$ cat src/rtl/mult8_dot_pkg.sv
// Shared constants and types for the 8x8 dot-product accumulator.
package mult8_dot_pkg;

    // Default accumulator/result width and element-count width.
    localparam int unsigned ACC_W_DEF = 24;
    localparam int unsigned CNT_W_DEF = 8;

    // Operand and product widths of the multiplier core.
    localparam int unsigned OP_W   = 8;
    localparam int unsigned PROD_W = 16;

    // S3 accumulator FSM states.
    typedef enum logic [0:0] {
        ACC_IDLE = 1'b0,
        ACC_RUN  = 1'b1
    } acc_state_t;

endpackage

$ cat src/rtl/mult8_dot_accumulator_if.sv
// Streaming bus for the dot-product accumulator: an operand-pair input stream and a
// result output stream, each with a valid/ready handshake.
interface mult8_dot_accumulator_if
    import mult8_dot_pkg::*;
#(
    parameter int unsigned ACC_W = ACC_W_DEF,
    parameter int unsigned CNT_W = CNT_W_DEF
) ();

    logic             in_valid;
    logic             in_ready;
    logic [OP_W-1:0]  in_a;
    logic [OP_W-1:0]  in_b;
    logic             in_last;

    logic             out_valid;
    logic             out_ready;
    logic [ACC_W-1:0] out_sum;
    logic [CNT_W-1:0] out_count;
    logic             out_ovf;

    // Producer of operands and consumer of results.
    modport master (
        output in_valid, in_a, in_b, in_last, out_ready,
        input  in_ready, out_valid, out_sum, out_count, out_ovf
    );

    // The accumulator block.
    modport slave (
        input  in_valid, in_a, in_b, in_last, out_ready,
        output in_ready, out_valid, out_sum, out_count, out_ovf
    );

endinterface

$ cat src/rtl/mult8_core.sv
// Combinational 8x8 unsigned multiplier core.
module mult8_core
    import mult8_dot_pkg::*;
(
    input  logic [OP_W-1:0]   a,
    input  logic [OP_W-1:0]   b,
    output logic [PROD_W-1:0] p
);

    assign p = PROD_W'(a) * PROD_W'(b);

endmodule

$ cat src/rtl/mult8_dot_acc.sv
// S3 of the dot-product pipeline: accumulator FSM with saturating element count,
// sticky overflow flag and the registered result outputs.
// Build option: MULT8_DOT_SAT_EN clamps the sum at 2^ACC_W-1 on overflow; without it
// the sum wraps modulo 2^ACC_W. Overflow is reported in both builds.
module mult8_dot_acc
    import mult8_dot_pkg::*;
#(
    parameter int unsigned ACC_W = ACC_W_DEF,
    parameter int unsigned CNT_W = CNT_W_DEF
) (
    input  logic              clk,
    input  logic              rst_n,
    input  logic              en,
    input  logic              v2,
    input  logic              last2,
    input  logic [PROD_W-1:0] p,
    output logic              out_valid,
    output logic [ACC_W-1:0]  out_sum,
    output logic [CNT_W-1:0]  out_count,
    output logic              out_ovf
);

    localparam int unsigned    SUM_W   = ACC_W + 1;
    localparam logic [ACC_W-1:0] ACC_MAX = '1;
    localparam logic [CNT_W-1:0] CNT_MAX = '1;

    acc_state_t       state_q;
    logic [ACC_W-1:0] acc_q;
    logic [CNT_W-1:0] cnt_q;
    logic             ovf_q;

    logic [SUM_W-1:0] sum_wide;
    logic [ACC_W-1:0] acc_new;
    logic [CNT_W-1:0] cnt_new;
    logic             ovf_new;

    // Next accumulator value, count and overflow for the product arriving from S2.
    always_comb begin
        sum_wide = {1'b0, acc_q} + SUM_W'(p);
        acc_new  = ACC_W'(p);
        cnt_new  = CNT_W'(1);
        ovf_new  = 1'b0;
        if (state_q == ACC_RUN) begin
            // Carry out of the ACC_W-bit sum is the overflow event.
            ovf_new = ovf_q | sum_wide[ACC_W];
            cnt_new = (cnt_q == CNT_MAX) ? cnt_q : cnt_q + CNT_W'(1);
`ifdef MULT8_DOT_SAT_EN
            // Once overflowed, stay pinned at the maximum for the rest of the vector.
            acc_new = ovf_new ? ACC_MAX : sum_wide[ACC_W-1:0];
`else
            acc_new = sum_wide[ACC_W-1:0];
`endif
        end
    end

    // FSM state, accumulator and registered result; everything freezes while en=0.
    always_ff @(posedge clk or negedge rst_n) begin
        if (!rst_n) begin
            state_q   <= ACC_IDLE;
            acc_q     <= '0;
            cnt_q     <= '0;
            ovf_q     <= 1'b0;
            out_valid <= 1'b0;
            out_sum   <= '0;
            out_count <= '0;
            out_ovf   <= 1'b0;
        end else if (en) begin
            if (v2) begin
                acc_q <= acc_new;
                cnt_q <= cnt_new;
                ovf_q <= ovf_new;
                if (last2) begin
                    state_q   <= ACC_IDLE;
                    out_valid <= 1'b1;
                    out_sum   <= acc_new;
                    out_count <= cnt_new;
                    out_ovf   <= ovf_new;
                end else begin
                    state_q   <= ACC_RUN;
                    out_valid <= 1'b0;
                end
            end else begin
                // en with a pending result means it was just consumed.
                out_valid <= 1'b0;
            end
        end
    end

endmodule

$ cat src/rtl/mult8_dot_accumulator.sv
// Dot-product accumulator downstream of the 8x8 multiplier core.
// S1 registers the operand pair, S2 registers the product, S3 (mult8_dot_acc)
// accumulates per vector and holds the result until the consumer takes it.
// A single enable stalls all three stages while a result is waiting.
// Build option: MULT8_DOT_SAT_EN selects saturating instead of wrapping accumulation.
module mult8_dot_accumulator
    import mult8_dot_pkg::*;
#(
    parameter int unsigned ACC_W = ACC_W_DEF,
    parameter int unsigned CNT_W = CNT_W_DEF
) (
    input  logic              clk,
    input  logic              rst_n,
    mult8_dot_accumulator_if.slave bus
);

    logic              en;

    logic              v1_q;
    logic [OP_W-1:0]   a1_q;
    logic [OP_W-1:0]   b1_q;
    logic              last1_q;

    logic [PROD_W-1:0] prod;

    logic              v2_q;
    logic [PROD_W-1:0] p2_q;
    logic              last2_q;

    logic              res_valid;
    logic [ACC_W-1:0]  res_sum;
    logic [CNT_W-1:0]  res_count;
    logic              res_ovf;

    // The pipeline moves whenever no result is stuck at the output.
    assign en           = !res_valid || bus.out_ready;
    assign bus.in_ready = en;

    assign bus.out_valid = res_valid;
    assign bus.out_sum   = res_sum;
    assign bus.out_count = res_count;
    assign bus.out_ovf   = res_ovf;

    // S1: capture the operand pair on a transfer; data only loads when valid.
    always_ff @(posedge clk or negedge rst_n) begin
        if (!rst_n) begin
            v1_q    <= 1'b0;
            a1_q    <= '0;
            b1_q    <= '0;
            last1_q <= 1'b0;
        end else if (en) begin
            v1_q <= bus.in_valid;
            if (bus.in_valid) begin
                a1_q    <= bus.in_a;
                b1_q    <= bus.in_b;
                last1_q <= bus.in_last;
            end
        end
    end

    mult8_core u_core (
        .a (a1_q),
        .b (b1_q),
        .p (prod)
    );

    // S2: register the product alongside its valid and end-of-vector marker.
    always_ff @(posedge clk or negedge rst_n) begin
        if (!rst_n) begin
            v2_q    <= 1'b0;
            p2_q    <= '0;
            last2_q <= 1'b0;
        end else if (en) begin
            v2_q <= v1_q;
            if (v1_q) begin
                p2_q    <= prod;
                last2_q <= last1_q;
            end
        end
    end

    mult8_dot_acc #(
        .ACC_W (ACC_W),
        .CNT_W (CNT_W)
    ) u_acc (
        .clk       (clk),
        .rst_n     (rst_n),
        .en        (en),
        .v2        (v2_q),
        .last2     (last2_q),
        .p         (p2_q),
        .out_valid (res_valid),
        .out_sum   (res_sum),
        .out_count (res_count),
        .out_ovf   (res_ovf)
    );

endmodule

$ cat src/flat_wrapper.sv
// flat-port wrapper written by rule: the top's interface ports become plain ports
module mult8_dot_accumulator_flat import mult8_dot_pkg::*;
#(
    parameter int unsigned ACC_W = ACC_W_DEF,
    parameter int unsigned CNT_W = CNT_W_DEF
)
  (clk, rst_n, bus_in_valid, bus_in_a, bus_in_b, bus_in_last, bus_out_ready, bus_in_ready, bus_out_valid, bus_out_sum, bus_out_count, bus_out_ovf);
  mult8_dot_accumulator_if #(.ACC_W(ACC_W), .CNT_W(CNT_W)) bus_i ();
  input  logic clk;
  input  logic rst_n;
  input wire logic [$bits(bus_i.in_valid)-1:0] bus_in_valid;
  input wire logic [$bits(bus_i.in_a)-1:0] bus_in_a;
  input wire logic [$bits(bus_i.in_b)-1:0] bus_in_b;
  input wire logic [$bits(bus_i.in_last)-1:0] bus_in_last;
  input wire logic [$bits(bus_i.out_ready)-1:0] bus_out_ready;
  output wire logic [$bits(bus_i.in_ready)-1:0] bus_in_ready;
  output wire logic [$bits(bus_i.out_valid)-1:0] bus_out_valid;
  output wire logic [$bits(bus_i.out_sum)-1:0] bus_out_sum;
  output wire logic [$bits(bus_i.out_count)-1:0] bus_out_count;
  output wire logic [$bits(bus_i.out_ovf)-1:0] bus_out_ovf;
  assign bus_i.in_valid = bus_in_valid;
  assign bus_i.in_a = bus_in_a;
  assign bus_i.in_b = bus_in_b;
  assign bus_i.in_last = bus_in_last;
  assign bus_i.out_ready = bus_out_ready;
  assign bus_in_ready = bus_i.in_ready;
  assign bus_out_valid = bus_i.out_valid;
  assign bus_out_sum = bus_i.out_sum;
  assign bus_out_count = bus_i.out_count;
  assign bus_out_ovf = bus_i.out_ovf;
  mult8_dot_accumulator #(.ACC_W(ACC_W), .CNT_W(CNT_W)) u_core (.clk(clk), .rst_n(rst_n), .bus(bus_i));
endmodule
$ cat config.mk
export PLATFORM = sky130hd
export DESIGN_NAME = mult8_dot_accumulator_flat
export DESIGN_NICKNAME = d
export VERILOG_FILES = /design/src/rtl/mult8_dot_pkg.sv /design/src/rtl/mult8_dot_accumulator_if.sv /design/src/rtl/mult8_core.sv /design/src/rtl/mult8_dot_acc.sv /design/src/rtl/mult8_dot_accumulator.sv /design/src/flat_wrapper.sv
export SDC_FILE = /design/constraint.sdc
export NUM_CORES = 1
export LEC_CHECK = 0
export ABC_CLOCK_PERIOD_IN_PS = 5700
export BUFFER_PORTS_ARGS = -buffer_cell sky130_fd_sc_hd__buf_4
export CAP_MARGIN = 5
export CELL_PAD_IN_SITES_DETAIL_PLACEMENT = 1
export CELL_PAD_IN_SITES_GLOBAL_PLACEMENT = 1
export CORE_MARGIN = 3
export CORE_UTILIZATION = 49
export CTS_BUF_LIST = sky130_fd_sc_hd__clkbuf_8
export DETAILED_ROUTE_END_ITERATION = 12
export PLACE_DENSITY = 0.91
export REMOVE_ABC_BUFFERS = 1
export SLEW_MARGIN = 20
export SYNTH_ARGS = -nofsm -noshare
export SYNTH_HDL_FRONTEND = slang
export SYNTH_SLANG_ARGS = --single-unit
$ cat constraint.sdc
create_clock -name clk -period 5.7 [get_ports clk]
set_input_delay 0.57 -clock clk [delete_from_list [all_inputs] [get_ports clk]]
set_output_delay 0.57 -clock clk [all_outputs]
set_load 0.03 [all_outputs]
==> metrics, run 1 <==
status=finished, final reports clean; crit path kind=reg -> reg; number of diodes=0; commonest non-fill, non-tap cells in the layout=dfrtp_1, nand2_1, o21ai_0, inv_1, buf_4; crit-path max FO=9; Final nets=slightly above 900; fin cells=1005; Routed Antenna Nets=0; vias in the first global route=about 6.1k; Warnings, synthesis=0; worst-case clock buffer depth=2; CTS tree=yes; path depth of the worst reg2reg path=16; Place WS=0.868 ns; fmax=between 0.2 and 0.25 GHz; CP Capture Type=register; hold-fix buffers at CTS=0; overall via count from detail_route=approximately 5.6k; share of post-route cells with drive strength above 1=between 10 and 15%; max cap viols=0; wire per inst=17.1 microns; Setup crit start kind=register; RSZ-0062 raised after global routing=no; critical path's top delay family=adder cells; mapped cell area=0.00732 sq mm; Hold WS=around 0.18 ns; core box area=0.0146 sq mm; Slew headroom=41.3%; DR pass1 iterations=4; fin crit share=between 80 and 90%; Total GRT Usage=between 20% and 30%; die height=128 microns; die area=roughly 0.016 sq mm; Max H-tree Level=3; sequential area share after synthesis=35.6%; setup TNS=0 ns; Post-synth EDFFs=0; RePlAce Congestion=~0.85; slowest stage delay, CP=0.53 ns; Yosys cell types=53; top_reg_cell synth=dfrtp_1; DRC=0; worst hold-check path type=in -> async; Inserted Clock Buffers=9; Final setup violation count=0; Clock Skew=between 0.015 and 0.02 ns; data required time at the worst endpoint=5.98 ns; most frequent CP cell=fa_1; slowest library cell on the worst path=fa_1; Initial Util=50.2%; final setup margin=around 0.86 ns; port bufs=55; Final Max Tran Viols=0; hpwl dp=between 10000 and 15000 microns; global-route wire length before repair=29400 microns; Die Wd=around 130 microns; Async S/R FF share, synth=100%; largest net degree at the start of global routing=55; # clock sinks=104; CP Cell Sequence=nand2_1 -> fa_1 -> fa_1 -> inv_1 -> fa_1 -> inv_1 -> fa_1 -> inv_1 -> ha_1 -> o21a_1 -> o31a_1 -> or4b_1 -> a21o_1 -> a31oi_1 -> mux2i_1 -> nand2_1; WP buf/inv=3; min Tclk post-route=about 4.8 ns; post-CTS setup buffer count=0; clock root cell=clkbuf_8; synthesis-stage register bit count=between 100 and 150; Slew @ Worst Pin=about 0.88 ns; io pins=56; Mapped Avg Cell Area=between 9 and 10 sq um; Initial DRC Count=between 200 and 300; Post-Synthesis Cells=approximately 770; clock latency on the worst-skew pair=around 0.40 ns; final hold vios=0; Layout fillers=approximately 1.7k; commonest non-fill, non-tap cell in the layout=dfrtp_1; Post-Place Cells=approximately 1000; initial antenna violation count=0; Area Growth Syn to Fin=10.6%; post-cts sizing count=0; Post-Route WL=approximately 17000 microns; Overflow after GRT=0; CP Depth=16; Worst-path clk slew=~0.11 ns; cell row count=44; Critical Path AT=approximately 5.1 ns; vias per inst=about 5.6
-- sequential cells by signal, indices dropped and copies added (netlist names) --
signal / flops
u_core.u_acc.acc_q: 24
u_core.u_acc.out_sum: 24
u_core.p2_q: 16
u_core.a1_q: 8
u_core.b1_q: 8
u_core.u_acc.cnt_q: 8
u_core.u_acc.out_count: 8
u_core.last1_q: 1
u_core.last2_q: 1
u_core.u_acc.out_ovf: 1
u_core.u_acc.out_valid: 1
u_core.u_acc.ovf_q: 1
u_core.u_acc.state_q: 1
u_core.v1_q: 1
u_core.v2_q: 1
-- synthesized netlist by cell type, types with 3 or more instances --
cell type  count  area (sq um)
and2_1        55           344
a31oi_1        9          56.3
a211oi_1       4          30.0
o21bai_1       5          37.5
a21o_1        11          82.6
nand2b_1       5          31.3
xor2_1        12           105
nor2b_1        4          25.0
and3_1        10          62.6
nand4_1        3          18.8
mux2_2        27           304
nor3_1        13          65.1
nor3b_1        3          22.5
xnor2_1       18           158
clkbuf_1      27           101
o21ai_0       72           360
inv_1         61           229
fa_1          37           741
mux2i_1       15           150
nor2_1        30           113
ha_1          53           663
nand3_1       12          60.1
dfrtp_1      104          2600
a21oi_1       43           215
o21a_1         3          22.5
nand2_1      103           387
-- worst register-to-register path: cells and delay by family, from the launching register on --
kind,cells,cell delay (ns)
AOI/OAI and AO/OA,4,0.70
adders and majority gates,5,2.42
buffers and inverters,3,0.14
DFF,1,0.51
muxes,1,0.23
and+or+nand+nor,3,0.70
-- cells by family (layout without fill, tap and decap cells) --
kind of cell	Yosys count	in the layout	share of synthesized area, %
buf+inv	89	137	4.56
fa+ha+maj	90	90	19.2
flops	104	104	35.6
compound gates	169	169	14.0
mux	42	42	6.21
xor+xnor	30	30	3.59
simple gates	249	249	16.9
-- metal layers --
| metal | global-route usage [%] | vias up | wire, microns |
|---|---|---|---|
| met2 | 41.6 | 78 | 9220 |
| met4 | 5.93 | 0 | 279 |
| li1 | - | 2709 | - |
| met5 | 0 | - | 0 |
| met3 | 4.29 | 18 | 455 |
| met1 | 25.4 | 2819 | 7190 |
-- area by class of cell --
class	instances	area, sq um	area share (%)
inverters	61	229	2.83
well taps	184	230	2.84
clock buffers	9	124	1.53
repair buffers	60	450	5.56
multi-input cells	580	4380	54.1
flip-flops and latches	104	2600	32.1
clock inverters	7	80.1	0.989
-- through the flow --
stage / cell area, sq um / util [%]
2_1_floorplan: 7210 / -
3_3_place_gp: 7900 / 54.1
3_5_place_dp: 7900 / 54.1
4_1_cts: 8100 / 55.5
5_1_grt: 8100 / 55.5
6_report: 8100 / 55.5
-- final timing paths --
| path | startpoint | end | slack (ns) |
|---|---|---|---|
| min in group clk | bus_in_a[5] | u_core.a1_q[5] | 0.41 |
| max in group asynchronous | rst_n | u_core.b1_q[3] | 4.37 |
| worst min-delay path | rst_n | u_core.u_acc.out_sum[17] | 0.18 |
| worst max-delay path | u_core.b1_q[4] | u_core.p2_q[15] | 0.86 |
| worst max register to register | u_core.b1_q[4] | u_core.p2_q[15] | 0.86 |
| worst min register to register | u_core.u_acc.out_count[3] | u_core.u_acc.out_count[3] | 0.49 |
Power of run 1 is not shown: default switching activity piles up to over one toggle a cycle in this logic, so the estimate is an artifact.
==> run 2: changes to the inputs <==
ABC_AREA = 1   (was unset)
ABC_CLOCK_PERIOD_IN_PS = 4450   (was 5700)
CORE_UTILIZATION = 47   (was 49)
PLACE_DENSITY = 0.92   (was 0.91)
clock period = 4.45 ns   (was 5.7 ns; I/O delays follow)
==> run 2 against run 1 <==
Net effect: synthesized cell count is 43% higher; wire length increased by 26%; clock skew is 0.0018 ns higher; critical endpoint is now u_core.p2_q[9]; largest cell class unchanged; highest routed layer unchanged.
==> metrics, run 2 <==
status=finished, final reports clean; core box area=~0.017 sq mm; Worst-path clk slew=approximately 0.11 ns; Slew headroom=approximately 36%; Area Growth Syn to Fin=9.76%; DRC=0; final setup margin=roughly 0.22 ns; Async S/R FF share, synth=100%; biggest regs=u_core.u_acc.acc_q x24, u_core.u_acc.out_sum x24, u_core.p2_q x16; Critical Path AT=around 4.6 ns; most numerous cell in the Yosys netlist=nand2_1; worst hold-check path type=in -> async; slowest stage delay, CP=around 0.57 ns; Mapped Avg Cell Area=around 7.3 sq um; Setup crit start=u_core.b1_q[2]; Layout fillers=approximately 2.2k; worst-case clock buffer depth=2; number of diodes=0; crit path kind=reg -> reg; clock root cell=clkbuf_8; CTS tree=yes; Setup crit start kind=register; global-route wire length before repair=roughly 37000 microns; sequential area share after synthesis=between 30% and 40%; area share of the largest cell type after synthesis=32.4%; Storage cell area=0.00262 sq mm; CP Capture Type=register; largest net degree at the start of global routing=75; Post-Synthesis Cells=between 1k and 1.5k; wire per inst=approximately 16 microns; Warnings, synthesis=0; Final setup violation count=0; crit-path max FO=9; synthesis-stage register bit count=roughly 100; DR pass1 iterations=4; Initial DRC Count=between 200 and 300; top post-synthesis cells by count=nand2_1, inv_1, dfrtp_1, nand3_1, ha_1; r2r setup slk=about 0.22 ns; Initial Util=between 40% and 50%; Post-synth EDFFs=0; fin crit share=~95%; data required time at the worst endpoint=~4.8 ns; Inserted Clock Buffers=9; fmax=around 0.24 GHz; Slew @ Worst Pin=around 0.96 ns; Post-Route WL=~22000 microns; fin cells=1362; RR Endpoint=u_core.p2_q[9]; # clock sinks=around 100; vias in the first global route=about 8k; commonest non-fill, non-tap cells in the layout=nand2_1, inv_1, dfrtp_1, nand3_1, buf_4; max cap viols=0; CP Cell Sequence=nand2_1 -> fa_1 -> fa_1 -> inv_1 -> fa_1 -> inv_1 -> fa_1 -> inv_1 -> ha_1 -> nand2_1 -> o21ai_0 -> a21oi_1 -> or2_2 -> a31oi_1; Total GRT Usage=between 20% and 30%; die height=approximately 140 microns; hpwl dp=between 15000 and 20000 microns; top_reg_cell synth=dfrtp_1; Routed Antenna Nets=0; min Tclk post-route=4.23 ns; overall via count from detail_route=between 7k and 8k; die area=0.0187 sq mm; Place WS=between 0.15 and 0.2 ns; initial antenna violation count=0; top cells by area, synth=dfrtp_1, nand2_1, inv_1; slowest library cell on the worst path=dfrtp_1; mapped cell area=0.00804 sq mm; most frequent CP cell=fa_1; RePlAce Congestion=roughly 0.9; Overflow after GRT=0; Clock Skew=between 0.015 and 0.02 ns; commonest non-fill, non-tap cell in the layout=nand2_1; Die Wd=approximately 140 microns; Post-Place Cells=between 1k and 1.5k; cell row count=47; vias per inst=between 5 and 6; FF-to-FF Start=u_core.b1_q[2]; io pins=between 50 and 60; path depth of the worst reg2reg path=14; port bufs=between 50 and 60; Yosys cell types=34; Max H-tree Level=3; Final nets=between 1k and 1.5k; share of post-route cells with drive strength above 1=about an eighth; RSZ-0062 raised after global routing=no; final hold vios=0; clock latency on the worst-skew pair=roughly 0.41 ns; Multi-input gate area=roughly 0.0045 sq mm; post-synth top area cell=dfrtp_1; Final Max Tran Viols=0; setup TNS=0 ns
-- run 2: cell count changes in the layout (fill, tap and decap cells not counted), moves of 15 or more --
cell / before / now
nand2_1: 103 / 373
inv_1: 62 / 201
and2_1: 55 / 1
nand3_1: 12 / 65
a21oi_1: 43 / 16
nand4_1: 3 / 27
o21ai_0: 72 / 50
nor2_1: 30 / 47
mux2i_1: 15 / 0
-- run 2: stage by stage --
| stage | cell area (sq um) | hold WS, ns | util [%] |
|---|---|---|---|
| floorplan | 7870 | 0.149 | - |
| global placement | 8600 | 0.454 | 51.7 |
| detailed placement | 8600 | 0.469 | 51.7 |
| CTS | 8800 | 0.209 | 52.9 |
| global route | 8820 | 0.219 | 53.0 |
| finish | 8820 | 0.169 | 53.0 |
-- run 2: worst max-delay path, delay by kind of cell (launching register included) --
family	cells	cell delay, ns
DFF	1	0.57
AOI/OAI and AO/OA	3	0.44
adders and majority gates	5	2.44
and+or+nand+nor	3	0.52
buffers and inverters	3	0.17
-- run 2: layout make-up --
cell class	count	area share [%]
multi-input combinational	756	51.1
inverter	205	8.72
clock buffer	9	1.40
timing repair buffer	61	5.19
tap	220	3.12
clock inverter	7	0.823
sequential	104	29.7
-- run 2: layer usage --
layer / part of all wire [%] / global-route usage (%) / vias to the layer above / wire length, microns
met1: 40 / 26.8 / 3490 / 8700
met4: 3.9 / 10.9 / 0 / 840
met3: 2.6 / 4.19 / 64 / 560
met2: 53 / 46.5 / 123 / 11500
li1: - / - / 3473 / -
met5: 0 / 0 / - / 0
-- run 2: what timing repair did --
item                                    4_1_cts  5_1_grt
endpoints found under the setup margin        0        6
resized for setup                             0       13
buffers inserted                              0        0
hold buffers                                  0        0
-- run 2: cells by family (layout without fill, tap and decap cells) --
kind of cell,count (synthesis),after routing,share of synthesized area (%)
AND/OR/NAND/NOR,547,547,28.6
buffers and inverters,243,282,11.7
flip-flops,104,104,32.4
adder cells (fa/ha/maj),90,90,17.5
AO/OA/AOI/OAI,89,89,6.09
multiplexers,17,17,2.38
XOR/XNOR,13,13,1.42
-- run 2: worst max path at each step --
stage                                  to  slack, ns
after floorplan           u_core.p2_q[11]       0.53
after global placement    u_core.p2_q[11]       0.39
after detailed placement  u_core.p2_q[12]       0.19
after CTS                 u_core.p2_q[12]       0.15
after global routing       u_core.p2_q[9]       0.02
final                      u_core.p2_q[9]       0.22
Power of run 2 is left out for the same reason.
==> run 3: changes to the inputs <==
CORE_MARGIN = 2   (was 3)
RECOVER_POWER = 25   (was unset)
==> run 3 against run 2 <==
Net effect: die area down 2.9%; clock skew up 0.0017 ns; flip-flop and latch count unchanged; critical path type unchanged; core utilization about the same.
==> metrics, run 3 (synthesized netlist as in run 2, its figures left out) <==
min Tclk post-route=between 4 and 5 ns; Layout Utilization=53.0%; commonest non-fill, non-tap cell in the layout=nand2_1; fmax=around 0.24 GHz; DR pass1 iterations=4; Overflow after GRT=0; post-CTS setup buffer count=0; Post-Route WL=roughly 21000 microns; hold-fix buffers at CTS=0; CTS tree=yes; CP Capture Type=register; wire per inst=15.4 microns; worst-case clock buffer depth=2; critical path's top delay family=adder cells; cell row count=47; Slew @ Worst Pin=roughly 0.9 ns; vias in the first global route=7741; status=finished, final reports clean; Final nets=between 1k and 1.5k; crit-path max FO=9; core box area=approximately 0.017 sq mm; RR Endpoint=u_core.p2_q[11]; Slew headroom=about two fifths; Initial Util=48.3%; die height=between 100 and 150 microns; Initial DRC Count=289; path depth of the worst reg2reg path=16; Routed Antenna Nets=0; Area Growth Syn to Fin=9.74%; overall via count from detail_route=7030; Final setup violation count=0; hpwl dp=16700 microns; share of post-route cells with drive strength above 1=approximately an eighth; slowest library cell on the worst path=fa_1; die area=0.0182 sq mm; port bufs=55; Worst-path clk slew=between 0.1 and 0.15 ns; number of diodes=0; largest net degree at the start of global routing=slightly above 70; Inserted Clock Buffers=9; WP buf/inv=3; worst hold-check path type=in -> async; global-route wire length before repair=36200 microns; vias per inst=5.17; Critical Path AT=approximately 4.4 ns; biggest regs=u_core.u_acc.acc_q x24, u_core.u_acc.out_sum x24, u_core.p2_q x16; # clock sinks=between 100 and 150; clock root cell=clkbuf_8; RePlAce Congestion=0.927; Die Wd=about 130 microns; clock latency on the worst-skew pair=roughly 0.41 ns; io pins=56; crit path kind=reg -> reg; data required time at the worst endpoint=roughly 4.7 ns; Clock Skew=around 0.020 ns; max cap viols=0; most frequent CP cell=fa_1; final hold vios=0; Total GRT Usage=between 20% and 30%; initial antenna violation count=0; post-cts sizing count=0; Final Max Tran Viols=0; Setup crit start kind=register; Max H-tree Level=3; CP Cell Sequence=nand2_1 -> inv_1 -> fa_1 -> fa_1 -> inv_1 -> fa_1 -> fa_1 -> inv_1 -> ha_1 -> a21oi_2 -> nand2_1 -> nand3_1 -> nand2_1 -> or2_2 -> nand3_1 -> o21ai_0; FF-to-FF Start=u_core.a1_q[1]; commonest non-fill, non-tap cells in the layout=nand2_1, inv_1, dfrtp_1, nand3_1, buf_4; fin crit share=a little over nine tenths; slowest stage delay, CP=about 0.55 ns; DRC=0; r2r setup slk=between 0.2 and 0.3 ns
-- run 3: changes by cell type in the layout (fill, tap and decap cells not counted), sizes merged --
| cell | delta |
|---|---|
| buf | -2 |
| bufinv | +1 |
| clkinvlp | -1 |
-- run 3: worst max-delay path by stage --
stage | from | to | slack (ns) | cells after the start
2_1_floorplan | u_core.a1_q[1] | u_core.p2_q[11] | 0.53 | 16
3_3_place_gp | u_core.b1_q[3] | u_core.p2_q[11] | 0.32 | 16
3_5_place_dp | u_core.a1_q[0] | u_core.p2_q[14] | 0.12 | 15
4_1_cts | u_core.a1_q[0] | u_core.p2_q[14] | 0.10 | 15
5_1_grt | u_core.a1_q[1] | u_core.p2_q[11] | -0.007 | 16
6_report | u_core.a1_q[1] | u_core.p2_q[11] | 0.27 | 16
-- run 3: layout make-up --
cell class / instances / area [sq um]
timing repair buffer: 59 / 443
tap: 220 / 275
multi-input combinational: 756 / 4510
clock inverter: 7 / 85.1
fill: 2174 / 7820
clock buffer: 9 / 124
sequential: 104 / 2620
inverter: 205 / 769
-- run 3: layer usage --
| layer | vias up | GRT usage (%) | wire length (microns) |
|---|---|---|---|
| li1 | 3458 | - | - |
| met1 | 3441 | 28.0 | 8660 |
| met2 | 92 | 47.3 | 11200 |
| met3 | 39 | 4.47 | 576 |
| met4 | 0 | 7.25 | 518 |
| met5 | - | 0 | 0 |
-- run 3: metrics by stage --
stage	TNS [ns]	hold slack, ns	std cells	instance area, sq um	setup WS (ns)
floorplan	0	0.149	1065	7870	0.530
finish	0	0.164	1360	8820	0.267
global placement	0	0.457	1344	8590	0.318
global route	-0.00719	0.212	1360	8820	-0.00719
CTS	0	0.197	1360	8800	0.102
detailed placement	0	0.469	1344	8590	0.121
Power of run 3 is left out for the same reason.
